## config.mk

```make
export PLATFORM = sky130hd
export DESIGN_NAME = load_mshr_ctrl
export DESIGN_NICKNAME = d
export VERILOG_FILES = /design/src/rtl/load_mshr_ctrl_pkg.sv /design/src/rtl/psel_gen.sv /design/src/rtl/load_mshr_ctrl.sv
export SDC_FILE = /design/constraint.sdc
export NUM_CORES = 1
export LEC_CHECK = 0
export CELL_PAD_IN_SITES_DETAIL_PLACEMENT = 1
export CELL_PAD_IN_SITES_GLOBAL_PLACEMENT = 1
export CORE_MARGIN = 8
export CORE_UTILIZATION = 43
export CTS_BUF_LIST = sky130_fd_sc_hd__clkbuf_4 sky130_fd_sc_hd__clkbuf_8 sky130_fd_sc_hd__clkbuf_16
export DETAILED_ROUTE_END_ITERATION = 16
export GPL_TIMING_DRIVEN = 0
export PLACE_DENSITY_LB_ADDON = 0.25
export SETUP_SLACK_MARGIN = 0.3
export SYNTH_ARGS = -nofsm -noshare
export SYNTH_HDL_FRONTEND = slang
export SYNTH_SLANG_ARGS = --single-unit
```

## constraint.sdc

```tcl
create_clock -name clock -period 18.3 [get_ports clock]
set_clock_uncertainty 0.2 [all_clocks]
set_input_delay 3.66 -clock clock [delete_from_list [all_inputs] [get_ports clock]]
set_output_delay 3.66 -clock clock [all_outputs]
set_load 0.02 [all_outputs]
```

## src/rtl/load_mshr_ctrl_pkg.sv

```systemverilog
// rtl/load_mshr_ctrl_pkg.sv - shared types for the load miss-status controller
package load_mshr_ctrl_pkg;

  localparam int MSHR_SZ    = 4;
  localparam int MSHR_IDX_W = $clog2(MSHR_SZ);

  typedef logic [MSHR_IDX_W-1:0] MSHR_IDX;

  typedef enum logic [1:0] {
    MSHR_FREE       = 2'd0,
    MSHR_WAIT_ISSUE = 2'd1,
    MSHR_WAIT_DATA  = 2'd2
  } MSHR_STATE;

  typedef enum logic [1:0] {
    MEM_NONE  = 2'd0,
    MEM_LOAD  = 2'd1,
    MEM_STORE = 2'd2
  } MEM_COMMAND;

  // data[0] is the low word of the returned block
  typedef struct packed {
    logic             valid;
    MSHR_IDX          mshr_idx;
    logic [1:0][31:0] data;
  } LOAD_BUFFER_CACHE_PACKET;

  function automatic logic [28:0] block_of(input logic [31:0] addr);
    return addr[31:3];
  endfunction

endpackage

```

## src/rtl/psel_gen.sv

```systemverilog
// rtl/psel_gen.sv - priority selector granting up to REQS requesters, lowest index first
module psel_gen #(
  parameter int WIDTH = 4,
  parameter int REQS  = 1
) (
  input  logic [WIDTH-1:0]      req,
  output logic [WIDTH*REQS-1:0] gnt_bus,
  output logic                  empty
);

  logic [WIDTH-1:0] taken;
  logic             found;

  always_comb begin
    taken   = '0;
    gnt_bus = '0;
    found   = 1'b0;
    for (int r = 0; r < REQS; r++) begin
      found = 1'b0;
      for (int i = 0; i < WIDTH; i++) begin
        if (req[i] && !taken[i] && !found) begin
          gnt_bus[r*WIDTH+i] = 1'b1;
          taken[i]           = 1'b1;
          found              = 1'b1;
        end
      end
    end
  end

  assign empty = ~|req;

endmodule

```

## src/rtl/load_mshr_ctrl.sv

```systemverilog
// rtl/load_mshr_ctrl.sv - load miss allocation/merge, round-robin bus issue and tag-matched fill
module load_mshr_ctrl
  import load_mshr_ctrl_pkg::*;
(
  input  logic                    clock,
  input  logic                    reset,
  input  logic                    miss_req_valid,
  input  logic [31:0]             miss_req_addr,
  output logic                    miss_ack,
  output MSHR_IDX                 miss_mshr_idx,
  output logic                    mshr_full,
  output logic                    mem_bus_req,
  input  logic                    mem_bus_gnt,
  output MEM_COMMAND              proc2mem_command,
  output logic [31:0]             proc2mem_addr,
  input  logic [3:0]              mem2proc_transaction_tag,
  input  logic [63:0]             mem2proc_data,
  input  logic [3:0]              mem2proc_data_tag,
  output LOAD_BUFFER_CACHE_PACKET load_buffer_cache_packet
);

  MSHR_STATE   state [MSHR_SZ];
  logic [28:0] blk   [MSHR_SZ];
  logic [3:0]  tag   [MSHR_SZ];
  MSHR_IDX     rr_ptr;

  logic [28:0] miss_blk;
  logic        unused_addr_bits;

  assign miss_blk         = block_of(miss_req_addr);
  assign unused_addr_bits = ^miss_req_addr[2:0];

  logic [MSHR_SZ-1:0] free_vec;
  logic [MSHR_SZ-1:0] free_gnt;
  logic               free_none;
  MSHR_IDX            alloc_idx;

  always_comb begin
    free_vec  = '0;
    alloc_idx = '0;
    for (int i = 0; i < MSHR_SZ; i++) begin
      free_vec[i] = (state[i] == MSHR_FREE);
      if (free_gnt[i]) alloc_idx = MSHR_IDX'(i);
    end
  end

  psel_gen #(
    .WIDTH (MSHR_SZ),
    .REQS  (1)
  ) u_free_sel (
    .req     (free_vec),
    .gnt_bus (free_gnt),
    .empty   (free_none)
  );

  assign mshr_full = free_none;

  logic    fill_hit;
  MSHR_IDX fill_idx;

  always_comb begin
    fill_hit = 1'b0;
    fill_idx = '0;
    for (int i = 0; i < MSHR_SZ; i++) begin
      if (!fill_hit && !reset && mem2proc_data_tag != 4'd0 &&
          state[i] == MSHR_WAIT_DATA && tag[i] == mem2proc_data_tag) begin
        fill_hit = 1'b1;
        fill_idx = MSHR_IDX'(i);
      end
    end
  end

  // Round-robin scan starting at rr_ptr; the pointer only moves on an accepted grant
  logic    issue_hit;
  MSHR_IDX issue_idx;
  MSHR_IDX rr_cand;
  logic    issue_fire;

  always_comb begin
    issue_hit = 1'b0;
    issue_idx = '0;
    rr_cand   = '0;
    for (int k = 0; k < MSHR_SZ; k++) begin
      rr_cand = MSHR_IDX'((int'(rr_ptr) + k) % MSHR_SZ);
      if (!issue_hit && !reset && state[rr_cand] == MSHR_WAIT_ISSUE) begin
        issue_hit = 1'b1;
        issue_idx = rr_cand;
      end
    end
  end

  assign issue_fire = issue_hit && mem_bus_gnt && (mem2proc_transaction_tag != 4'd0);

  logic    merge_hit;
  MSHR_IDX merge_idx;
  logic    fill_collide;
  logic    alloc_fire;
  MSHR_IDX ack_idx;

  always_comb begin
    merge_hit    = 1'b0;
    merge_idx    = '0;
    fill_collide = fill_hit && (blk[fill_idx] == miss_blk);
    alloc_fire   = 1'b0;
    miss_ack     = 1'b0;
    ack_idx      = '0;
    for (int i = 0; i < MSHR_SZ; i++) begin
      if (!merge_hit && state[i] != MSHR_FREE && blk[i] == miss_blk &&
          !(fill_hit && fill_idx == MSHR_IDX'(i))) begin
        merge_hit = 1'b1;
        merge_idx = MSHR_IDX'(i);
      end
    end
    // A miss to the block being filled is bounced; the retry hits the cache
    if (miss_req_valid && !reset && !fill_collide) begin
      if (merge_hit) begin
        miss_ack = 1'b1;
        ack_idx  = merge_idx;
      end else if (!free_none) begin
        miss_ack   = 1'b1;
        alloc_fire = 1'b1;
        ack_idx    = alloc_idx;
      end
    end
  end

  assign miss_mshr_idx = ack_idx;

  always_ff @(posedge clock) begin
    if (reset) begin
      for (int i = 0; i < MSHR_SZ; i++) begin
        state[i] <= MSHR_FREE;
        blk[i]   <= '0;
        tag[i]   <= '0;
      end
      rr_ptr <= '0;
    end else begin
      if (fill_hit) begin
        state[fill_idx] <= MSHR_FREE;
      end
      if (issue_fire) begin
        state[issue_idx] <= MSHR_WAIT_DATA;
        tag[issue_idx]   <= mem2proc_transaction_tag;
        rr_ptr           <= MSHR_IDX'((int'(issue_idx) + 1) % MSHR_SZ);
      end
      if (alloc_fire) begin
        state[alloc_idx] <= MSHR_WAIT_ISSUE;
        blk[alloc_idx]   <= miss_blk;
      end
    end
  end

  assign mem_bus_req      = issue_hit;
  assign proc2mem_command = issue_hit ? MEM_LOAD : MEM_NONE;
  assign proc2mem_addr    = issue_hit ? {blk[issue_idx], 3'b000} : 32'd0;

  always_comb begin
    load_buffer_cache_packet = '0;
    if (fill_hit) begin
      load_buffer_cache_packet.valid    = 1'b1;
      load_buffer_cache_packet.mshr_idx = fill_idx;
      load_buffer_cache_packet.data     = mem2proc_data;
    end
  end

endmodule

```

=== Word level (Yosys, flattened, before mapping) ===
Memories as Yosys holds them, arrays and structs flattened. A register that Yosys moved wholly into a read port is not among the register bits.
Index checks and enable logic that the tools add are counted.

* Add/sub/neg operators: 4
* Equality and inequality tests: 20
* Mux-type cells: 70
* Reductions and logical operators: 81

{| class="wikitable"
|+ Operators with widths
! operator !! count
|-
| $eq 29x29->1 || 5
|-
| $mux 67 || 1
|-
| $mux 2 || 23
|-
| $logic_and 1x1->1 || 45
|-
| $mux 1 || 43
|-
| $mux 32 || 1
|-
| $mux 29 || 1
|-
| $reduce_or 29->1 || 1
|-
| $logic_not 1->1 || 19
|-
| $eq 4x4->1 || 4
|-
| $eq 2x2->1 const B || 6
|-
| $eq 2x1->1 const B || 5
|-
| $logic_not 2->1 || 5
|-
| $reduce_bool 2->1 || 4
|-
| $reduce_bool 4->1 || 2
|-
| $reduce_or 4->1 || 2
|-
| $reduce_or 2->1 || 3
|-
| $add 2x1->2 const B || 2
|-
| $add 2x2->2 const B || 2
|-
| $mux 4 || 1
|}

* Flip-flop bits (word level): 2
* RAM bits: 140
* Bits of input ports: 108
* Output and inout bits: 106
* Logic and storage cells: 179
* Memories kept: 3

{| class="wikitable"
|+ Memory list
! name !! depth !! width !! rd ports !! clocked after memory_dff !! write ports !! RTL line !! RTL
|-
| blk || 4 || 29 || 6 || 0 || 4 || load_mshr_ctrl.sv:23 || <nowiki>logic [28:0] blk [MSHR_SZ];</nowiki>
|-
| tag || 4 || 4 || 4 || 0 || 4 || load_mshr_ctrl.sv:24 || <nowiki>logic [3:0] tag [MSHR_SZ];</nowiki>
|-
| state || 4 || 2 || 8 || 1 || 4 || load_mshr_ctrl.sv:22 || <nowiki>MSHR_STATE state [MSHR_SZ];</nowiki>
|}

=== Depth between registers and ports, before layout ===
* Word-level depth: 50
* Depth in mapped cells: 16
* Depth with buffers taken out: 12

=== Modules after synthesis ===
From an unflattened synthesis, not the netlist that was laid out.

* Cell total of the unflattened synthesis: 1184
* Area, all modules: 10725.3 um2

{| class="wikitable"
|+ Modules (own cells, without submodules)
! module !! times used !! cells each !! area an instance (um2) !! sequential area each (um2)
|-
| load_mshr_ctrl || 1 || 1179 || 10676.5 || 4204.0
|-
| psel_gen || 1 || 5 || 48.8 || 0.0
|}

=== Worst setup path before layout ===
No wires, ideal clock.

* Path kind: input -> output
* Start point: input port mem2proc_data_tag[0]
* End point: output port miss_mshr_idx[1]
* Data arrival time: 6.906 ns
* Required time: 14.440 ns
* Slack: 7.534 ns
* Stages: 13
* Buffers on the path: 4
* Cell sequence: buf_2 > a222oi_1 > and3_1 > buf_4 > o21ai_2 > a22o_1 > or3_1 > a2111oi_2 > nand4_1 > o311a_1 > buf_2 > buf_2 > and3_1

* Cells in the longest elaborated chain, start to end: 45
* Elaborated cells on any way between the ends: 68
* Those cells by class: 8 x eq/ne; 15 x mux; 44 x reduce/logical; 1 x memory

{| class="wikitable"
|+ Ends and longest elaborated chain
! element !! RTL line !! RTL
|-
| start, declared || load_mshr_ctrl.sv:18 || <nowiki>input logic [3:0] mem2proc_data_tag,</nowiki>
|-
| $reduce_bool 4->1 || load_mshr_ctrl.sv:65 || <nowiki>if (!fill_hit && !reset && mem2proc_data_tag != 4'd0 &&</nowiki>
|-
| $logic_and 1x1->1 (2 in a row) || load_mshr_ctrl.sv:65 ||
|-
| $logic_and 1x1->1 || load_mshr_ctrl.sv:66 || <nowiki>state[i] == MSHR_WAIT_DATA && tag[i] == mem2proc_data_tag) begin</nowiki>
|-
| $mux 1 || load_mshr_ctrl.sv:65 ||
|-
| $logic_not 1->1 || load_mshr_ctrl.sv:65 ||
|-
| $logic_and 1x1->1 (3 in a row) || load_mshr_ctrl.sv:65 ||
|-
| $logic_and 1x1->1 || load_mshr_ctrl.sv:66 ||
|-
| $mux 1 || load_mshr_ctrl.sv:65 ||
|-
| [22 not listed] || n/a ||
|-
| $logic_not 1->1 || load_mshr_ctrl.sv:108 || <nowiki>if (!merge_hit && state[i] != MSHR_FREE && blk[i] == miss_blk &&</nowiki>
|-
| $logic_and 1x1->1 (3 in a row) || load_mshr_ctrl.sv:108 ||
|-
| $mux 1 || load_mshr_ctrl.sv:108 ||
|-
| $logic_not 1->1 || load_mshr_ctrl.sv:108 ||
|-
| $logic_and 1x1->1 (3 in a row) || load_mshr_ctrl.sv:108 ||
|-
| $mux 2 / $mux 1 (equally long branches) || load_mshr_ctrl.sv:108 ||
|-
| $mux 2 || load_mshr_ctrl.sv:116 || <nowiki>if (merge_hit) begin</nowiki>
|-
| $mux 2 * || load_mshr_ctrl.sv:115 || <nowiki>if (miss_req_valid && !reset && !fill_collide) begin</nowiki>
|-
| end, declared || load_mshr_ctrl.sv:10 || <nowiki>output MSHR_IDX miss_mshr_idx,</nowiki>
|}

Every way passes the cells marked *; elsewhere a longest branch is shown, timed or not.

=== Final worst setup path ===
* Start point: input port reset
* End point: output port miss_mshr_idx[0]

* Cells in the longest elaborated chain, start to end: 45
* Elaborated cells on any way between the ends: 66
* Those cells by class: 4 x eq/ne; 16 x mux; 45 x reduce/logical; 1 x memory

{| class="wikitable"
|+ Ends and longest elaborated chain
! element !! RTL line !! RTL
|-
| start, declared || load_mshr_ctrl.sv:6 || <nowiki>input logic reset,</nowiki>
|-
| $logic_not 1->1 * || load_mshr_ctrl.sv:65, load_mshr_ctrl.sv:115 ||
|-
| $logic_and 1x1->1 (2 in a row) || load_mshr_ctrl.sv:65 ||
|-
| $logic_and 1x1->1 || load_mshr_ctrl.sv:66 ||
|-
| $mux 1 || load_mshr_ctrl.sv:65 ||
|-
| $logic_not 1->1 || load_mshr_ctrl.sv:65 ||
|-
| $logic_and 1x1->1 (3 in a row) || load_mshr_ctrl.sv:65 ||
|-
| $logic_and 1x1->1 || load_mshr_ctrl.sv:66 ||
|-
| $mux 1 || load_mshr_ctrl.sv:65 ||
|-
| [22 not listed] || n/a ||
|-
| $logic_not 1->1 || load_mshr_ctrl.sv:108 ||
|-
| $logic_and 1x1->1 (3 in a row) || load_mshr_ctrl.sv:108 ||
|-
| $mux 1 || load_mshr_ctrl.sv:108 ||
|-
| $logic_not 1->1 || load_mshr_ctrl.sv:108 ||
|-
| $logic_and 1x1->1 (3 in a row) || load_mshr_ctrl.sv:108 ||
|-
| $mux 2 / $mux 1 (equally long branches) || load_mshr_ctrl.sv:108 ||
|-
| $mux 2 || load_mshr_ctrl.sv:116 ||
|-
| $mux 2 * || load_mshr_ctrl.sv:115 ||
|}

Marked as above.

==> impl_metrics.py <==
metrics = {
    "cts": {
        "clock_latency_ps": 440,
        "cts.repair.resized": 0,
        "clk_pin_slew_ps": 70,
        "hold_buffers": 0,
        "post-cts-setup-buffers": 0,
        "root_buffer": "clkbuf_16",
        "tritoncts": "done",
        "cts_buffers": 17,
        "htreeDepth": 4,
        "clk_path_buf_depth": 2,
        "cts_num_sinks": 144,
    },
    "power_and_ir_drop": {
        "vdd_drop_max_v": 0.0000581,
        "power_w": 0.00145,
        "power.density_nw_per_um2": 109,
        "leakagePower_nw": 4.82,
    },
    "global_route": {
        "grt_overflow": 0,
        "first_global_vias": 10900,
        "antenna_found_initial": 0,
        "grt_pass1_wl_mm": 71.3,
        "grt_max_degree": 30,
        "track_usage": 0.334,
    },
    "synth": {
        "synth_xor_area_frac": 0.124,
        "yosys.area_share.simple": 0.235,
        "syn_inst": 1086,
        "synth_top_family_by_area": "simple AND/OR/NAND/NOR gates",
        "synth_flop_cell": "edfxtp_1",
        "synth_fa_ha_area_frac": 0.00480,
        "synth_seq_area_share": 0.403,
        "synth_compound_area_frac": 0.134,
        "synth_edf_count": 132,
        "ys_types": 69,
        "synth_area_um2": 10400,
        "synth_seq_cells": 144,
        "synth_mux_area_frac": 0.0401,
        "synth_warnings": 0,
        "async_reset_ff_frac": 0,
        "syn_area_per_cell_um2": 9.60,
    },
    "place": {
        "port_buffers": 173,
        "dpl_cell_area_um2": 12700,
        "numPlacedInstances": 1590,
        "hpwl_mm": 37.4,
        "gp_congestion": 1.03,
    },
    "floorplanning": {
        "core_um2": 24000,
        "io_pins": 214,
        "die_h_um": 172,
        "die_w_um": 172,
        "rows": 57,
        "start_util": 0.434,
        "fp.dieArea_um2": 29500,
    },
    "critical_path": {
        "critical_path_class": "input pin to output pin",
        "crit_arrival_ps": 9550,
        "cp_max_fo": 10,
        "cp.required_ps": 14440,
        "startpoint_type": "input pin",
        "critPathCaptureType": "output pin",
    },
    "finish": {
        "utilization": 0.551,
        "final_layout_size_suffix_gt1_frac": 0.0655,
        "area_growth_pct": 27.1,
        "fin_cells": 1622,
        "antenna_cells": 0,
        "final_area_um2": 13300,
        "fin_nets": 1397,
    },
    "drt": {
        "routed.top_layer": "met4",
        "met1_length_mm": 19.4,
        "drtPass1Iterations": 6,
        "drtIter0Drc": 1161,
        "route.vias.total": 10400,
        "dr_wl_met2_mm": 22.0,
        "drc": 0,
        "routed_via_density": 6.43,
        "ant_nets": 0,
        "wl_met3_mm": 5.31,
        "wl_per_cell_um": 30.5,
        "postRouteWirelength_mm": 49.5,
    },
    "timing": {
        "finalHoldViolations": 0,
        "worstMarginPinSlew_ps": 1310,
        "period_share": 0.733,
        "fmax_mhz": 74.6,
        "slew_viol_final": 0,
        "rsz0062_at_grt": "false",
        "finalSetupTns_ps": 0,
        "slew_headroom": 0.122,
        "setup_viol": 0,
        "finalCriticalPeriod_ps": 13410,
    },
    "run_status": {
        "outcome": "finished, final reports clean",
    },
    "hold_path": {
        "min_path_type": "flop to flop",
    },
    "flow_run": {
        "maxCapViolCount": 0,
    },
}
through the flow:
stage	hold slack [ps]	setup slack [ps]
final	339	4890
after detailed placement	329	5160
after global routing	366	4750
after CTS	339	5130
after floorplan	271	7530
after global placement	307	4920
kinds of logic (layout without fill, tap and decap cells):
family / Yosys count / count (layout)
AND/OR/NAND/NOR: 427 / 427
AO/OA/AOI/OAI: 188 / 188
XOR/XNOR: 148 / 148
flip-flops: 144 / 144
buffers and inverters: 136 / 345
multiplexers: 38 / 38
adder cells (fa/ha/maj): 4 / 4
other: 1 / 4
registers in the layout, indices dropped and copies added, names as in the netlist, named ones only:
register  count
blk         116
tag          16
state         8
rr_ptr        2
metal layers:
metal / vias to the layer above / global-route usage
met1: 5102 / 0.423
met5: - / 0
met3: 172 / 0.0810
li1: 4385 / -
met4: 0 / 0.191
met2: 770 / 0.516
final timing paths:
path	cells past startpoint	startpoint	slack, ps	to
setup reg to reg	14	tag[2][3]	11860	blk[2][12]
setup / recovery	14	reset	4890	miss_mshr_idx[0]
hold / removal	2	state[2][1]	340	state[2][1]
hold reg to reg	2	state[2][1]	340	state[2][1]
synth_stat cells, drive strengths merged (30+ instances only):
master | number | area share
mux2i | 35 | 0.034
nand2 | 30 | 0.011
nor2b | 101 | 0.061
nor4 | 30 | 0.019
edfxtp | 132 | 0.38
nor2 | 33 | 0.012
xnor2 | 47 | 0.039
nor3 | 55 | 0.027
and3 | 85 | 0.051
o21ai | 33 | 0.017
xor2 | 101 | 0.085
buf | 35 | 0.022
a211oi | 61 | 0.044
clkbuf | 73 | 0.026
worst max-delay path: stages:
cell and delay, ps:
clkdlybuf4s50_1 480, nor2_1 260, o21a_1 280, clkbuf_1 720, clkbuf_1 630, o21ai_0 250, a2bb2oi_1 200, xnor2_1 170
nor4_1 830, nand4_1 260, o311ai_2 740, buf_2 400, a21oi_1 100, clkdlybuf4s50_1 550
layout make-up:
cell class | count | area (µm²)
tap | 324 | 405
sequential | 144 | 4200
fill | 2702 | 10800
buffer | 108 | 499
multi-input combinational | 809 | 5670
inverter | 28 | 105
timing repair buffer | 177 | 1820
clock buffer | 18 | 433
clock inverter | 14 | 121
power by group:
part           switching [W]  total (W)  internal, W
logic               0.000400   0.000624     0.000224
clock network       0.000167   0.000346     0.000179
registers          0.0000554   0.000476     0.000421
total               0.000622    0.00145     0.000824
placed cells by master, fill, tap and decap left out, drive strengths merged, types with 30 or more instances in the layout:
cell           count
a211oi            61
and3              85
buf               39
clkbuf            91
clkdlybuf4s50    173
edfxtp           132
inv               35
mux2i             35
nand2             30
nor2              33
nor2b            101
nor3              55
nor4              30
o21ai             33
xnor2             47
xor2             101
(Power assumes the default switching activity.)
==> edit: new RTL, config.mk and constraints unchanged <==
`MSHR_SZ`: 4 -> 8.
--- a/src/rtl/load_mshr_ctrl_pkg.sv
+++ b/src/rtl/load_mshr_ctrl_pkg.sv
@@ -1,7 +1,7 @@
 // rtl/load_mshr_ctrl_pkg.sv - shared types for the load miss-status controller
 package load_mshr_ctrl_pkg;
 
-  localparam int MSHR_SZ    = 4;
+  localparam int MSHR_SZ    = 8;
   localparam int MSHR_IDX_W = $clog2(MSHR_SZ);
 
   typedef logic [MSHR_IDX_W-1:0] MSHR_IDX;
Ports: changed (resized load_buffer_cache_packet and miss_mshr_idx); port bits go from 214 to 216. The function was not compared with the original's and may differ.
==> edit against the original RTL <==
Highest routed layer is now met5. Die area is 81% higher. Register-to-register slack worse by 3.9 ns. Worst setup slack worse by 4.1 ns. Global-route usage is 11 points higher. Final area is 83% higher. Critical path type unchanged. The flow now finishes with violations (max-capacitance violations, max-slew violations). Sequential cell count is 142 higher. Largest cell class unchanged. Area after synthesis is 91% higher. Total power is 93% higher. Wire length grew to 2.5 times the old value. Sequential share of layout area is 2.8 points higher.
==> edit: results (changes against the original RTL) <==
| Metric | Value |
|---|---|
| Tap Count | `607 (was 324)` |
| Internal power | `1570 µW (was 824 µW)` |
| # fillers | `5170 (was 2702)` |
| H-tree depth | `2 (was 4)` |
| Worst EP arrival | `13.63 ns (was 9.55 ns)` |
| Max-slew violation count | `60 (was 0)` |
| Clock buffer depth | `3 (was 2)` |
| Largest net degree at the start of global routing | `16 (was 30)` |
| Buffers on Ports | `192 (was 173)` |
| Synth area leaders | `edfxtp_1 40%, nor3_1 7.0%, xnor2_1 6.7% (was edfxtp_1 38%, xor2_1 8.5%, nor2b_1 6.1%)` |
| Cell variety after synth | `77 (was 69)` |
| Initial DRC Count | `3568 (was 1161)` |
| M1 wire length | `42900 µm (was 19400 µm)` |
| Status | `finished, violations left (was completed)` |
| Bufs w/o clock | `390 (was 285)` |
| LEAKAGE | `0.00866 µW (was 0.00482 µW)` |
| Via count | `21400 (was 10400)` |
| DP Wirelength | `93300 µm (was 37400 µm)` |
| Non-CTS inverters | `88 (was 28)` |
| Layout cell share with drive strength beyond 1 | `0.0735 (was 0.0655)` |
| Seq/Total Area, Yosys | `0.420 (was 0.403)` |
| Metal3 WL | `18900 µm (was 5310 µm)` |
| EDFF count, synth | `264 (was 132)` |
| Total wire length | `124000 µm (was 49500 µm)` |
| Slew headroom | `-0.143 (was 0.122)` |
| CTS Buf Count | `35 (was 17)` |
| Worst r2r src | `tag[0][1]$_SDFFCE_PN0P_ (was tag[2][3]$_SDFFCE_PN0P_)` |
| R2r endpoint | `blk[6][4]$_SDFFCE_PN0P_ (was blk[2][12]$_SDFFCE_PN0P_)` |
| Hold_sp | `state[6][0]$_SDFFE_PP1P_ (was state[2][1]$_SDFFE_PP0P_)` |
| Flop2flop setup slack | `8.00 ns (was 11.86 ns)` |
| Failing checks | `max-capacitance violations, max-slew violations` |
| Clkbuf count | `38 (was 18)` |
| Hold endpoint | `state[6][0]$_SDFFE_PP1P_ (was state[2][1]$_SDFFE_PP0P_)` |
| Metal2 WL | `51200 µm (was 22000 µm)` |
| Seq/total area | `0.345 (was 0.317)` |
| Max-Cap Viols | `7 (was 0)` |
==> edit: cell types whose count changed after synthesis, moves of 55 or more <==
| cell | before | now |
|---|---|---|
| nor2b_1 | 101 | 11 |
| inv_1 | 27 | 82 |
| edfxtp_1 | 132 | 264 |
| nor3_1 | 54 | 277 |
| and3_1 | 85 | 3 |
| nand2_1 | 30 | 96 |
| and2_1 | 16 | 98 |
| xnor2_1 | 47 | 153 |
==> edit: metal layers <==
layer	global-route usage	vias to the layer above
met2	0.650	2095
met4	0.337	8
met5	0	-
met1	0.530	10500
li1	-	8246
met3	0.179	571
==> edit: through the flow <==
stage | cells | setup slack, ns | utilization | hold WS, ns | area, µm²
global placement | 2882 | 1.39 | 0.490 | 0.310 | 22600
detailed placement | 2897 | 1.75 | 0.499 | 0.316 | 23000
finish | 2965 | 0.811 | 0.525 | 0.351 | 24200
floorplan | 2083 | 6.67 | - | 0.273 | 19900
global route | 2960 | 1.14 | 0.525 | 0.371 | 24200
CTS | 2959 | 1.71 | 0.524 | 0.340 | 24200
==> edit: logic make-up (layout without fill, tap and decap cells) <==
logic type | Yosys count | after routing | synth area share
AOI/OAI and AO/OA | 408 | 408 | 0.147
xor gates and xnor gates | 289 | 289 | 0.127
adders and majority gates | 3 | 3 | 0.00189
buffers and inverters | 270 | 540 | 0.0571
DFF | 286 | 286 | 0.420
muxes | 94 | 94 | 0.0547
other | 1 | 9 | 0.000188
and+or+nand+nor | 729 | 729 | 0.191
==> edit: power by group through the flow <==
stage / registers, µW / logic, µW / clock network, µW
6_report: 855 / 1190 / 751
5_1_grt: 858 / 1180 / 758
4_1_cts: 850 / 1120 / 739
3_5_place_dp: 863 / 1110 / 0
3_3_place_gp: 867 / 1080 / 0
2_1_floorplan: 836 / 564 / 0
